$ cat src/rtl/pc_seq_unit.sv
// Program-counter sequencer: holds the fetch address for STEP_CYCLES cycles per instruction
// and selects the next PC at the instruction boundary (trap > redirect > sequential).
module pc_seq_unit #(
    parameter int unsigned         XLEN         = 32,
    parameter logic [XLEN-1:0]     RESET_VECTOR = 32'h0000_0000,
    parameter logic [XLEN-1:0]     TRAP_VECTOR  = 32'h0000_0100,
    parameter int unsigned         STEP_CYCLES  = 1,
    parameter int unsigned         ALIGN_BITS   = 2
) (
    input  logic            clk_i,
    input  logic            rst_i,
    input  logic            stall_i,
    input  logic [XLEN-1:0] npc_i,
    input  logic            redirect_valid_i,
    input  logic [XLEN-1:0] redirect_target_i,
    input  logic            trap_i,
    output logic [XLEN-1:0] pc_o,
    output logic            next_iter_o,
    output logic [2:0]      phase_o,
    output logic            exc_misalign_o
);

    typedef enum logic [0:0] {StStart, StRun} state_e;

    localparam logic [2:0]      LastPhase = 3'(STEP_CYCLES - 1);
    localparam logic [XLEN-1:0] AlignMask = XLEN'((64'd1 << ALIGN_BITS) - 64'd1);

    state_e          state_q, state_d;
    logic [XLEN-1:0] pc_q, pc_d;
    logic [2:0]      phase_q, phase_d;
    logic            next_iter_q, next_iter_d;
    logic            exc_q, exc_d;
    logic            pend_redir_q, pend_redir_d;
    logic [XLEN-1:0] pend_tgt_q, pend_tgt_d;
    logic            pend_trap_q, pend_trap_d;

    logic [XLEN-1:0] target;
    logic            misaligned;
    logic            last_phase;

    // A same-cycle request outranks a buffered one of the same kind.
    always_comb begin
        if (trap_i || pend_trap_q) begin
            target = TRAP_VECTOR;
        end else if (redirect_valid_i) begin
            target = redirect_target_i;
        end else if (pend_redir_q) begin
            target = pend_tgt_q;
        end else begin
            target = npc_i;
        end
    end

    assign misaligned = ((target & AlignMask) != '0) && (target != TRAP_VECTOR);
    assign last_phase = (phase_q == LastPhase);

    always_ff @(posedge clk_i) begin
        if (rst_i) begin
            state_q      <= StStart;
            pc_q         <= RESET_VECTOR;
            phase_q      <= '0;
            next_iter_q  <= 1'b0;
            exc_q        <= 1'b0;
            pend_redir_q <= 1'b0;
            pend_tgt_q   <= '0;
            pend_trap_q  <= 1'b0;
        end else begin
            state_q      <= state_d;
            pc_q         <= pc_d;
            phase_q      <= phase_d;
            next_iter_q  <= next_iter_d;
            exc_q        <= exc_d;
            pend_redir_q <= pend_redir_d;
            pend_tgt_q   <= pend_tgt_d;
            pend_trap_q  <= pend_trap_d;
        end
    end

    always_comb begin
        state_d = state_q;
        unique case (state_q)
            StStart: state_d = StRun;
            StRun:   state_d = StRun;
            default: state_d = StStart;
        endcase
    end

    always_comb begin
        pc_d         = pc_q;
        phase_d      = phase_q;
        next_iter_d  = 1'b0;
        exc_d        = 1'b0;
        pend_redir_d = pend_redir_q;
        pend_tgt_d   = pend_tgt_q;
        pend_trap_d  = pend_trap_q;

        unique case (state_q)
            StStart: begin
                // Stall is ignored here so the first instruction always begins.
                phase_d     = '0;
                next_iter_d = 1'b1;
            end
            StRun: begin
                if (!stall_i && last_phase) begin
                    pc_d         = misaligned ? TRAP_VECTOR : target;
                    exc_d        = misaligned;
                    phase_d      = '0;
                    next_iter_d  = 1'b1;
                    pend_redir_d = 1'b0;
                    pend_trap_d  = 1'b0;
                end else begin
                    if (!stall_i) begin
                        phase_d = phase_q + 3'd1;
                    end
                    if (redirect_valid_i) begin
                        pend_redir_d = 1'b1;
                        pend_tgt_d   = redirect_target_i;
                    end
                    if (trap_i) begin
                        pend_trap_d = 1'b1;
                    end
                end
            end
            default: begin
                phase_d = '0;
            end
        endcase
    end

    assign pc_o           = pc_q;
    assign next_iter_o    = next_iter_q;
    assign phase_o        = phase_q;
    assign exc_misalign_o = exc_q;

endmodule

$ cat config.mk
export PLATFORM = sky130hd
export DESIGN_NAME = pc_seq_unit
export DESIGN_NICKNAME = d
export VERILOG_FILES = /design/src/rtl/pc_seq_unit.sv
export SDC_FILE = /design/constraint.sdc
export NUM_CORES = 1
export LEC_CHECK = 0
export CAP_MARGIN = 20
export CORE_MARGIN = 3
export CORE_UTILIZATION = 30
export CTS_CLUSTER_SIZE = 10
export DETAILED_ROUTE_END_ITERATION = 10
export PLACE_DENSITY = 0.59
export SYNTH_ARGS = -nofsm -noshare
export SYNTH_HDL_FRONTEND = slang
export SYNTH_SLANG_ARGS = --single-unit
export TNS_END_PERCENT = 1
$ cat constraint.sdc
create_clock -name clk_i -period 2.4 [get_ports clk_i]
set_clock_uncertainty 0.05 [all_clocks]
set_input_delay 0.24 -clock clk_i [delete_from_list [all_inputs] [get_ports clk_i]]
set_output_delay 0.24 -clock clk_i [all_outputs]
set_load 0.01 [all_outputs]
# After elaboration in Yosys (flattened, before gate mapping)
# Cells that the tools add are included.
[totals] inputBits=69 wordCells=40 register_bits=72 out_inout_bits=37
[op_classes] n_reduce_logical=13 muxes=14 bitwise_logic=2 n_eq_ne=2 add_sub_neg=1
[op_table] operator="$mux 32" n=4
[op_table] operator="$ne 32x9->1 const B" n=1
[op_table] operator="$reduce_bool 32->1" n=1
[op_table] operator="$mux 1" n=6
[op_table] operator="$mux 3" n=2
[op_table] operator="$pmux 3 s2" n=1
[op_table] operator="$reduce_and 2->1" n=3
[op_table] operator="$reduce_bool 2->1" n=2
[op_table] operator="$add 3x1->3 const B" n=1
[op_table] operator="$logic_not 3->1" n=1
[op_table] operator="$ne 3x2->1 const B" n=1
[op_table] operator="$reduce_and 3->1" n=1
[op_table] operator="$reduce_or 3->1" n=1
[op_table] operator="$logic_and 1x1->1" n=2
[op_table] operator="$not 1->1" n=2
[op_table] operator="$pmux 1 s2" n=1
[op_table] operator="$logic_not 1->1" n=1
[op_table] operator="$logic_or 1x1->1" n=1

# Logic depth before layout (Yosys ltp)
[logic_depth] ltp_word=6 ltp_mapped=7 depth_no_buf=5

# Worst setup path before layout
# Ideal clock, no wire load.
[synth_timing] kind="flip-flop to flip-flop" from="register phase_q[0], in the netlist phase_o[0]" to="register pc_q[10], in the netlist pc_o[10]" setup_time_ps=84 required_ps=2266 synth_period_minus_slack_ps=1778 path_buffers=2 t_arrival_ps=1644 setup_slack_ps=622 stages_incl_launch_ff=8 path_cell_list="dfxtp_1 -> inv_1 -> ha_1 -> nand4bb_1 -> buf_2 -> or4_4 -> buf_6 -> o31ai_2"
[synth_between] elab_chain_len=3
[synth_lines] element="start: declaration" line_no="30" rtl="logic [2:0] phase_q, phase_d;"
[synth_lines] element="start signal: assignment" line_no="70" rtl="phase_q <= phase_d;"
[synth_lines] element="$logic_not 3->1" line_no="55" rtl="assign last_phase = (phase_q == LastPhase);"
[synth_lines] element="$logic_and 1x1->1" line_no="104" rtl="if (!stall_i && last_phase) begin"
[synth_lines] element="$reduce_and 2->1 (no source line)"
[synth_lines] element="end signal: assignment" line_no="69" rtl="pc_q <= pc_d;"
[synth_lines] element="end: declaration" line_no="29" rtl="logic [XLEN-1:0] pc_q, pc_d;"
# Every way passes these cells.
# A chain may end at the register's enable or synchronous reset.

# Final worst setup path
[layout_timing] from="register phase_q[0], in the netlist phase_o[0]" to="register pc_q[29], in the netlist pc_o[29]"
# Same word-level chain as after synthesis.

==> impl_metrics.json <==
{
  "synth_area_leader_cell": "dfxtp_1",
  "gp_congestion": 0.7707,
  "dr.pass1.iters": 5,
  "synth_area_um2": 3498,
  "antenna_found_initial": 0,
  "cp_slowest_cell": "or4_4",
  "hold_path_depth": 2,
  "cp_slowest_stage_delay_ns": 0.70,
  "avgRoutedWirePerCell_um": 18.00,
  "setup-tns-final_ns": 0,
  "syn_avg_cell_area_um2": 9.558,
  "cts_made_buffers": 9,
  "cp.arrival_ns": 2.18,
  "ys_async_sr_fraction": 0,
  "critPathMaxFanout": 30,
  "layout.cells.non_filler": 603,
  "via_count": 3165,
  "path_buf_inv": 1,
  "cp-start-kind": "flip-flop",
  "synth_xor_area_frac": 0,
  "cts_tree": "built",
  "areaGrowthSynthToFinish_pct": 43.31,
  "internal_power_mw": 2.451,
  "hp-start": "rst_i",
  "critPathLaunch": "phase_o[0]",
  "crit_chain": "inv_1 -> ha_1 -> nand4bb_2 -> or4_4 -> o31ai_2",
  "grt_pass1_vias": 3226,
  "power_frac_clock": 0.474,
  "design_area_um2": 5014,
  "dieWidth_um": 114.0,
  "fin_crit_ns": 1.988,
  "cts_root_buffer": "clkbuf_16",
  "post-route-util": 0.4506,
  "grt_pass1_wl_um": 17040,
  "power_frac_seq": 0.391,
  "cp.depth": 5,
  "cp_data_required_time_ns": 2.59,
  "ys_seq_area_frac": 0.4120,
  "peakVddDrop_v": 0.0003611,
  "viasPerCell": 5.249,
  "r2r-start": "phase_o[0]",
  "synth_area_leaders": "dfxtp_1 (41%), o31ai_2 (10%), mux2_2 (10%)",
  "syn_inst": 366,
  "die_h_um": 114.0,
  "synthFlopType": "dfxtp_1",
  "synth-simple-area-share": 0.1338,
  "reg2regPathDepth": 5,
  "yosysUniqueCellTypes": 30,
  "core-area_um2": 11130,
  "fin_crit_sh": 0.8285,
  "grt_use_total": 0.1662,
  "htreeDepth": 3,
  "initial_core_util": 0.3144,
  "antenna_cells": 0,
  "rsz0062_at_grt": "false",
  "synth_edf_count": 0,
  "dp_hpwl_um": 7423,
  "grt_max_degree": 35,
  "finalMaxSlewViolations": 0,
  "port_buffers": 105,
  "p_switching_mw": 0.7402,
  "synthAdderAreaFrac": 0.007153,
  "status": "finished clean",
  "max_freq_ghz": 0.5029,
  "placed_area_um2": 4664,
  "yosys_warnings": 0,
  "slew_headroom": 0.4369,
  "leakagePower_nw": 1.808,
  "hold_class": "in2reg",
  "cts_hold_buffers": 0,
  "yosysMostFrequentCell": "dfxtp_1",
  "ys_seq_elements": 72,
  "yosysTopAreaCellShare": 0.4120,
  "path_class": "reg2reg",
  "die_area_um2": 12990,
  "maxCapViolCount": 0,
  "rows": 38,
  "synth_compound_gate_area_share": 0.2078,
  "switching_share": 0.2319,
  "p_per_area_nw_per_um2": 636.6,
  "synth_top_family_by_area": "compound AO/OA/AOI/OAI gates",
  "grt_overflow": 0,
  "setup_viol": 0,
  "dp.cells": 587,
  "cts_setup_buffers": 0,
  "routed_wl_um": 10860,
  "cts_max_path_buffers": 2,
  "clkTransAtPathRegs_ns": 0.06,
  "cts.repair.resized": 0,
  "end_kind": "flip-flop",
  "final_nets": 530,
  "worstMarginPinSlew_ns": 0.8447,
  "drc": 0,
  "synth.mux.area_fraction": 0.1828,
  "clock_latency_ns": 0.33,
  "ant_nets": 0,
  "clock_sinks": 72,
  "syn-num-nets": 437,
  "hold_violations": 0,
  "cp_top_family": "simple AND/OR/NAND/NOR gates",
  "ys_top_cells_by_count": "dfxtp_1 (72), nand3_1 (61), a21oi_1 (38)",
  "p_comb_frac": 0.135,
  "drt_iter0_drc": 136,
  "ios": 106,
  "layout-drive-gt1-share": 0.2160
}
cells by family after synthesis:
group / count (synthesis)
compound gates: 101
fa+ha+maj: 2
buf+inv: 44
flops: 72
mux: 60
simple gates: 87
power groups by stage:
stage	registers, mW	logic [mW]	clock network, mW
finish	1.25	0.431	1.51
global route	1.25	0.466	1.58
CTS	1.25	0.430	1.54
detailed placement	1.27	0.428	0
global placement	1.27	0.425	0
floorplan	1.27	0.224	0
stage by stage:
step                total power, mW  setup WS (ns)  hold WS (ns)
floorplan                     1.490         0.6221        0.3330
global placement              1.696         0.3054        0.4069
detailed placement            1.701         0.2756        0.4148
CTS                           3.218         0.4239        0.2536
global route                  3.294         0.2614        0.2829
finish                        3.192         0.4117        0.2829
routing by layer:
layer / vias up / global-route usage / share of wire
met4: 0 / 0.03880 / 0.0068
li1: 1528 / - / -
met2: 113 / 0.2724 / 0.47
met1: 1514 / 0.2216 / 0.46
met5: - / 0 / 0
met3: 10 / 0.03979 / 0.065
path summary, 6_finish.rpt:
kind,slack (ns),end
max,0.41,pc_o[29]
min,0.28,pend_tgt_q[1]
max reg2reg,0.41,pc_o[29]
min reg2reg,0.42,pend_tgt_q[10]
sequential cells by signal (all words and copies together) (netlist names):
| signal | count |
|---|---|
| pc_o | 32 |
| phase_o | 3 |
| exc_misalign_o | 1 |
| pend_redir_q | 1 |
| pend_trap_q | 1 |
| state_q | 1 |
| pend_tgt_q | 32 |
| next_iter_o | 1 |
layout make-up:
| cell class | instances | area, um^2 |
|---|---|---|
| clock buffers | 9 | 225.2 |
| clock inverters | 6 | 108.9 |
| fillers | 1072 | 6112 |
| inverters | 5 | 18.77 |
| multi-input cells | 250 | 1874 |
| flip-flops and latches | 72 | 1443 |
| well taps | 140 | 175.2 |
| repair buffers | 121 | 1169 |
cell usage in the layout (no fill, tap or decap), drive strengths merged, types with 2 or more instances in the layout:
| master | instances |
|---|---|
| buf | 18 |
| dfxtp | 72 |
| or4 | 2 |
| mux2i | 29 |
| and3 | 2 |
| inv | 5 |
| clkbuf | 9 |
| nand2 | 6 |
| nand3 | 61 |
| clkinv | 3 |
| a21oi | 38 |
| bufinv | 3 |
| o31ai | 29 |
| ha | 2 |
| o21ai | 33 |
| nor4 | 2 |
| mux2 | 31 |
| clkdlybuf4s50 | 103 |
| nor2 | 4 |
| nor3b | 2 |
(Power assumes the default switching activity.)
==> RTL change, RTL diff (config.mk and constraints unchanged) <==
The parameter `XLEN` goes from 32 to 40.
--- a/src/rtl/pc_seq_unit.sv
+++ b/src/rtl/pc_seq_unit.sv
@@ -1,7 +1,7 @@
 // Program-counter sequencer: holds the fetch address for STEP_CYCLES cycles per instruction
 // and selects the next PC at the instruction boundary (trap > redirect > sequential).
 module pc_seq_unit #(
-    parameter int unsigned         XLEN         = 32,
+    parameter int unsigned         XLEN         = 40,
     parameter logic [XLEN-1:0]     RESET_VECTOR = 32'h0000_0000,
     parameter logic [XLEN-1:0]     TRAP_VECTOR  = 32'h0000_0100,
     parameter int unsigned         STEP_CYCLES  = 1,
Interface: changed (resized npc_i, pc_o and redirect_target_i); port bits go from 106 to 130. No check against the original RTL was run, so the function may have changed too.
==> RTL change against the unedited design <==
Sequential cell count up 16. Routed wire length increased by 5.0%. Total power rose by 10%. First-iteration DRC count down 11%. Design area rose by 16%. Synthesized area is 15% higher. Fmax is 11% lower. Core utilization up 0.18 points. Hold slack got worse by 46 ps. Synthesized cell count rose by 19%. Worst setup slack got worse by 250 ps. Via count up 13%.
==> RTL change: results (changes against the unedited design) <==
timing:
  final_setup_violation_count: 0  # unchanged
  max_slew.worst_pin.slew_ps: 741.8  # was 844.7 ps
worst_hold_path:
  holdPathEnd: "exc_misalign_o"  # was pend_tgt_q[1]
  hold-path-cell-count: 3  # was 2
  hp-class: "in2reg"  # unchanged
  hp-start: "rst_i"  # unchanged
drt:
  initialDrtViolationCount: 121  # was 136
  drt-pass1-iter-count: 4  # was 5
  routed_wire_length_per_instance_um: 15.53  # was 18.00 um
  detail_route.vias_per_cell: 4.868  # was 5.249
setup_path:
  timing.critical_path.arrival_ps: 2450  # was 2180 ps
  worstPathMaxFanout: 15  # was 30
  worstSetupStartpoint: "phase_o[0]"  # unchanged
  r2r.worst_path.cells: 7  # was 5
  worst_reg2reg_endpoint: "pc_o[27]"  # was pc_o[29]
synth:
  synth.top_cells.by_area: "dfxtp_1 (44%), a21oi_1 (10%), o2bb2ai_2 (10%)"  # was dfxtp_1 (41%), o31ai_2 (10%), mux2_2 (10%)
  ys_top_cells_by_count: "dfxtp_1 (88), nand2_1 (86), a21oi_1 (81), nor2_1 (41), mux2i_1 (40)"  # was dfxtp_1 (72), nand3_1 (61), a21oi_1 (38), o21ai_0 (33), mux2_2 (31)
  synth.lib_cells_used.distinct: 33  # was 30
  post_synth_fa_ha_maj_area_fraction: 0.006242  # was 0.007153
  syn_nets: 524  # was 437
  yosys.area_share.xor_xnor: 0  # unchanged
  synth.yosys.seq_area_share: 0.4395  # was 0.4120
  synthFlopType: "dfxtp_1"  # unchanged
  synth-async-reset-ratio: 0  # unchanged
  synth_compound_gate_area_share: 0.2506  # was 0.2078
  yosysWarnings: 0  # unchanged
  portion_of_netlist_area_occupied_by_mux_cells: 0.1027  # was 0.1828
global_routing:
  grt_use_total: 0.1558  # was 0.1662
  first_pass_grt_wire_length_um: 18030  # was 17040 um
  initial_antenna_violation_count: 0  # unchanged
  first_global_vias: 3452  # was 3226
  grt_start_max_net_pins: 60  # was 35
final_layout:
  post_route_cells_drive_above_1_share: 0.1228  # was 0.2160
  num_antenna_cells: 0  # unchanged
  num-nets-final: 644  # was 530
clock_network:
  numCtsBuffers: 9  # unchanged
  post_cts_resize_count: 0  # unchanged
  worstSkewPairLatency_ps: 340
  cts_root_buf: "clkbuf_16"  # unchanged
  htreeDepth: 3  # unchanged
  postcts_setup_bufs: 0  # unchanged
  cts.reportedPaths.clkPinSlew_ps: 60  # about the same
  clock_path_buffers: 2  # unchanged
placed_design:
  portBuffers: 129  # was 105
  detailedPlacementHpwl_um: 7655  # was 7423 um
  gp_congestion: 0.8383  # was 0.7707
  dpl_cell_area_mm2: 0.005470  # was 0.004664 mm^2
  worst_slack_at_placement_ps: 26.02  # was 275.6 ps
outcome:
  outcome: "complete, no violations"  # unchanged
power_and_ir_drop:
  power.leakage_nw: 2.012  # was 1.808 nW
  vdd.ir_drop.worst_mv: 0.2462  # was 0.3611 mV
## RTL change: changes by cell type after synthesis, sizes merged, moves of 3 or more
cell,delta
a21oi,+43
clkbuf,-4
mux2,-30
nand2,+80
o31ai,-29
o2bb2ai,+36
mux2i,+11
dfxtp,+16
o21ai,-30
nand3,-61
nor2,+37
nor3,+3
## RTL change: cells by family after synthesis
logic type / count (synthesis)
fa+ha+maj: 2
buf+inv: 39
mux: 41
flops: 88
compound gates: 125
simple gates: 142
## RTL change: cell type report
cell class	count	area (um^2)
Clock buffer	10	239.0
Clock inverter	6	92.59
Fill cell	1261	7023
Inverter	4	15.01
Multi-Input combinational cell	310	2058
Sequential cell	88	1763
Tap cell	172	215.2
Timing Repair Buffer	144	1419
## RTL change: per-stage QoR
stage          hold slack (ps)  utilization  instances
6_report                 236.7       0.4524        734
5_1_grt                  236.3       0.4524        734
4_1_cts                  221.2       0.4524        734
3_5_place_dp             397.8       0.4265        718
3_3_place_gp             388.8       0.4265        718
2_1_floorplan            326.0            -        437
## RTL change: worst max-delay path by stage
stage                     to  slack, ps  depth (start not counted)
global placement     pc_o[2]         50                          6
finish              pc_o[27]        170                          7
CTS                  pc_o[2]        140                          7
detailed placement   pc_o[2]         30                          6
floorplan           pc_o[20]        470                          8
global route        pc_o[27]          5                          7
## RTL change: where the power goes
group / leakage [nW] / switching [mW] / internal (mW)
Clock: 0.155 / 0.596 / 0.944
Combinational: 1.14 / 0.221 / 0.240
Sequential: 0.714 / 0.0214 / 1.50
Total: 2.01 / 0.838 / 2.68
## RTL change: critical path, cell delays in order (launching register included)
cell	delay, ps
dfxtp_1	350
inv_1	70
ha_1	240
nand4bb_4	160
nor4_4	190
or4b_2	690
buf_4	260
o2bb2ai_2	160
## RTL change: metal layers
| layer | GRT usage | vias to the layer above | part of all wire |
|---|---|---|---|
| met2 | 0.2456 | 97 | 0.46 |
| met4 | 0.05392 | 0 | 0.013 |
| met3 | 0.04550 | 12 | 0.067 |
| met1 | 0.2045 | 1701 | 0.46 |
| met5 | 0 | - | 0 |
| li1 | - | 1763 | - |
